### config.mk
export PLATFORM = sky130hd
export DESIGN_NAME = fetch_queue
export DESIGN_NICKNAME = d
export VERILOG_FILES = /design/src/rtl/fetch_queue.sv
export SDC_FILE = /design/constraint.sdc
export NUM_CORES = 1
export LEC_CHECK = 0
export CAP_MARGIN = 20
export CORE_ASPECT_RATIO = 1.2
export CORE_MARGIN = 5
export CORE_UTILIZATION = 49
export DETAILED_ROUTE_END_ITERATION = 10
export PLACE_DENSITY = 0.85
export SLEW_MARGIN = 5
export SYNTH_ARGS = -nofsm -noshare
export SYNTH_HDL_FRONTEND = slang
export SYNTH_SLANG_ARGS = --single-unit
export TNS_END_PERCENT = 20
### constraint.sdc
create_clock -name clk -period 6.7 [get_ports clk]
set_input_delay 1.34 -clock clk [delete_from_list [all_inputs] [get_ports clk]]
set_output_delay 1.34 -clock clk [all_outputs]
set_load 0.02 [all_outputs]
### src/rtl/fetch_queue.sv
// Instruction fetch stage: owns the PC, drives combinational IM address, and queues {pc, instr} for decode.
// Optional feature macro: FETCH_HALT_EN (stop fetching after an opcode-F word until redirect).
module fetch_queue #(
   parameter int          DEPTH    = 2,
   parameter logic [15:0] RESET_PC = 16'h0000
) (
   input  logic        clk,
   input  logic        rst_f,
   output logic [15:0] im_addr,
   input  logic [31:0] im_data,
   input  logic        redirect,
   input  logic [15:0] redirect_pc,
   output logic        out_valid,
   input  logic        out_ready,
   output logic [31:0] out_instr,
   output logic [15:0] out_pc,
   output logic        halted
);

   localparam int PTR_W = $clog2(DEPTH);
   localparam int CNT_W = PTR_W + 1;

   typedef enum logic {RUN, HALT} state_t;

   state_t             state, state_nxt;
   logic [15:0]        pc;
   logic [PTR_W-1:0]   rd_ptr, wr_ptr;
   logic [CNT_W-1:0]   count;
   logic [31:0]        instr_mem [DEPTH];
   logic [15:0]        pc_mem    [DEPTH];
   logic               fetch_en, pop, push, halt_word, not_empty;

   assign im_addr   = pc;
   assign fetch_en  = (state == RUN);
   assign not_empty = (count != '0);

`ifdef FETCH_HALT_EN
   assign halt_word = (im_data[31:28] == 4'hF);
   assign halted    = (state == HALT);
`else
   assign halt_word = 1'b0;
   assign halted    = 1'b0;
`endif

   // A redirect voids the handshake, so valid is masked in the same cycle.
   assign out_valid = not_empty & ~redirect;
   assign pop       = out_valid & out_ready;
   assign push      = ~redirect & fetch_en & ((count != CNT_W'(DEPTH)) | pop);
   assign out_instr = not_empty ? instr_mem[rd_ptr] : 32'h0;
   assign out_pc    = not_empty ? pc_mem[rd_ptr]    : 16'h0;

   always_comb begin
      state_nxt = state;
      if (redirect)
         state_nxt = RUN;
      else if (push && halt_word)
         state_nxt = HALT;
   end

   always_ff @(posedge clk or negedge rst_f) begin
      if (!rst_f) begin
         state  <= RUN;
         pc     <= RESET_PC;
         rd_ptr <= '0;
         wr_ptr <= '0;
         count  <= '0;
      end else begin
         state <= state_nxt;
         if (redirect) begin
            pc     <= redirect_pc;
            rd_ptr <= '0;
            wr_ptr <= '0;
            count  <= '0;
         end else begin
            // A halting word is queued but the PC parks on it.
            if (push && !halt_word)
               pc <= pc + 16'd1;
            if (push)
               wr_ptr <= wr_ptr + 1'b1;
            if (pop)
               rd_ptr <= rd_ptr + 1'b1;
            if (push && !pop)
               count <= count + 1'b1;
            else if (pop && !push)
               count <= count - 1'b1;
         end
      end
   end

   always_ff @(posedge clk) begin
      if (push) begin
         instr_mem[wr_ptr] <= im_data;
         pc_mem[wr_ptr]    <= pc;
      end
   end

endmodule

==> results.toml <==
[detailed_routing]
drc = 0
vias = 3076
dr.pass1.iters = 5
via_per_inst = 5.20
wl_per_cell_um = 16.5
drtAntennaViolNets = 0
drt_iter0_markers = 166
route.final.wire_length_um = 9760

[sta]
setup_tns_ps = 0
period_share_pct = 61.3
slew_violations = 0
rsz0062_at_grt = "false"
fmax_mhz = 243
worst_slack_ps = 2590
min_period_ps = 4110
fin_worst_skew_ps = 6.59
max_slew_margin_pct = 35.5
max_slew.worst_pin.slew_ps = 965
hold_viol_final = 0
final-setup-viol-count = 0

[floorplanning]
die_area_um2 = 11700
core_area_um2 = 9470
start_util_pct = 49.9
chipWidth_um = 99.6
std_cell_rows = 39
dieHeight_um = 118
pin_count = 118

[placement]
placed_cell_area_um2 = 6030
io_buffers = 116
dp.cells = 559
gp_congestion = 0.894
dp_hpwl_um = 6450
place_ws_ps = 2560

[hold_path]
min_path_type = "register to register"
holdPathStages = 0
min_from = "im_addr[15]$_DFFE_PN0P_"
min_to = "pc_mem[1][15]$_DFFE_PP_"

[synth]
ys_seq_area_share_pct = 71.6
synth_edf_count = 96
synth.top_cell.area_share_pct = 61.0
synth_area_leader_cell = "edfxtp_1"
synth_cell_types = 36
syn_nets = 383
synth_area_um2 = 4720
ys_async_sr_fraction_pct = 17.2
syn-mean-instance-area_um2 = 14.3
synthCells = 330
ys_seq_elements = 116
ys_top_cells_by_area = "edfxtp_1 (61%), dfrtp_1 (11%), mux2i_1 (10%), nor2_1 (4.8%), xnor2_1 (1.7%)"
ys_warn_count = 0
synth_flop_cell = "edfxtp_1"

[clock_network]
path_clk_slew_ps = 50
ctsLongestPathBuffers = 2
root_buffer = "clkbuf_16"
clk_latency_ps = 400
ctsHoldBuffers = 0
cts_resized = 0
cts_buffers = 17
cts_tree = "built"
clock_sinks = 116
cts_setup_buffers = 0
h-tree-depth = 4

[power_and_ir_drop]
ir_worst_vdd_mv = 0.176
total_power_mw = 2.24
clkPwrFrac_pct = 43.6
p_comb_share_pct = 16.4
swShare_pct = 23.8
powerDensity_nw_per_um2 = 333
seqPwrFrac_pct = 39.9
p_int_mw = 1.70
p_leak_nw = 2.37
power_switching_uw = 533

[cells_and_area]
diodes = 0
final_nets = 509
drive_above_1_share_pct = 10.2
area_growth_pct = 42.3
stdcell_area_um2 = 6720
fin_cells = 592

[critical_path]
cp.required_ps = 5360
arrival_ps = 2770
cp_max_fo = 34
r2r_setup_slack_ps = 4660
rr_startpoint = "im_addr[7]$_DFFE_PN0P_"
reg2reg_depth = 4
rr_endpoint = "im_addr[15]$_DFFE_PN0P_"
worst-setup-path-type = "input port to output port"
crit_path_end_kind = "output port"
start_kind = "input port"

[global_route]
overflow = 0
grt_pass1_vias = 3218
grt_pass1_wl_um = 15800
grt_usage_pct = 17.5
grt_max_degree = 51
antenna_found_initial = 0

[outcome]
status = "finished, final reports clean"

[job]
maxCapViolCount = 0
power by group through the flow:
stage | Combinational, mW | Clock (mW) | Sequential [mW]
6_report | 0.367 | 0.976 | 0.893
4_1_cts | 0.367 | 0.990 | 0.893
5_1_grt | 0.395 | 1.03 | 0.899
3_3_place_gp | 0.359 | 0 | 0.902
3_5_place_dp | 0.365 | 0 | 0.905
2_1_floorplan | 0.189 | 0 | 0.904
stage by stage:
step | utilization [%] | hold WS (ps)
finish | 71.0 | 553
global route | 71.0 | 578
CTS | 70.7 | 561
detailed placement | 63.7 | 545
global placement | 63.7 | 541
floorplan | - | 519
flip-flops by register name (all words and copies together), names as in the netlist:
name       count
wr_ptr         1
pc_mem        32
rd_ptr         1
instr_mem     64
count          2
im_addr       16
metal layers:
layer | wire length (um) | track usage, %
met4 | 129 | 6.92
met2 | 5080 | 29.1
met3 | 635 | 5.99
met5 | 0 | 0
met1 | 3910 | 20.7
area by class of cell:
cell class	count	area, um^2
flip-flops and latches	116	3380
fillers	605	2750
multi-input cells	193	1260
repair buffers	124	1240
clock buffers	19	453
clock inverters	13	205
well taps	123	154
inverters	4	15.0
worst max-delay path, cell delays in order:
cell,delay (ps)
clkdlybuf4s50_1,450
buf_4,300
nor2_1,90
clkdlybuf4s50_1,580
kinds of logic (layout without fill, tap and decap cells):
| group | Yosys count | count (layout) | share of synthesized area, % |
|---|---|---|---|
| other | 1 | 1 | 0.0794 |
| flip-flops | 116 | 116 | 71.6 |
| multiplexers | 50 | 50 | 10.6 |
| AND/OR/NAND/NOR | 102 | 102 | 9.86 |
| buffers and inverters | 21 | 160 | 1.93 |
| AO/OA/AOI/OAI | 26 | 26 | 3.18 |
| adder cells (fa/ha/maj) | 1 | 1 | 0.265 |
| XOR/XNOR | 13 | 13 | 2.41 |
Yosys cell counts (4+ instances only):
| cell type | number |
|---|---|
| clkbuf_1 | 14 |
| dfrtp_1 | 20 |
| edfxtp_1 | 96 |
| inv_1 | 4 |
| mux2i_1 | 49 |
| nand2_1 | 16 |
| nand3_1 | 6 |
| nand4_1 | 4 |
| nor2_1 | 60 |
| o21ai_0 | 15 |
| xnor2_1 | 9 |
| xor2_1 | 4 |
cell usage in the layout, fill, tap and decap left out, drive strengths merged, types with 4 or more instances in the layout:
cell,instances
xnor2,9
clkinv,5
inv,4
mux2i,49
nor2,60
clkdlybuf4s50,116
o21ai,15
nand2,16
buf,8
bufinv,5
clkbuf,19
nand3,6
dfrtp,20
xor2,4
edfxtp,96
nand4,5
worst max path at each step:
| stage | from | end | slack, ps | depth (start not counted) |
|---|---|---|---|---|
| global placement | redirect | out_valid | 2570 | 4 |
| global route | redirect | out_valid | 2530 | 4 |
| CTS | redirect | out_valid | 2570 | 4 |
| finish | redirect | out_valid | 2590 | 4 |
| detailed placement | redirect | out_valid | 2560 | 4 |
| floorplan | redirect | instr_mem[1][0]$_DFFE_PP_ | 960 | 3 |
No activity file was read; power rests on OpenSTA's default activity.
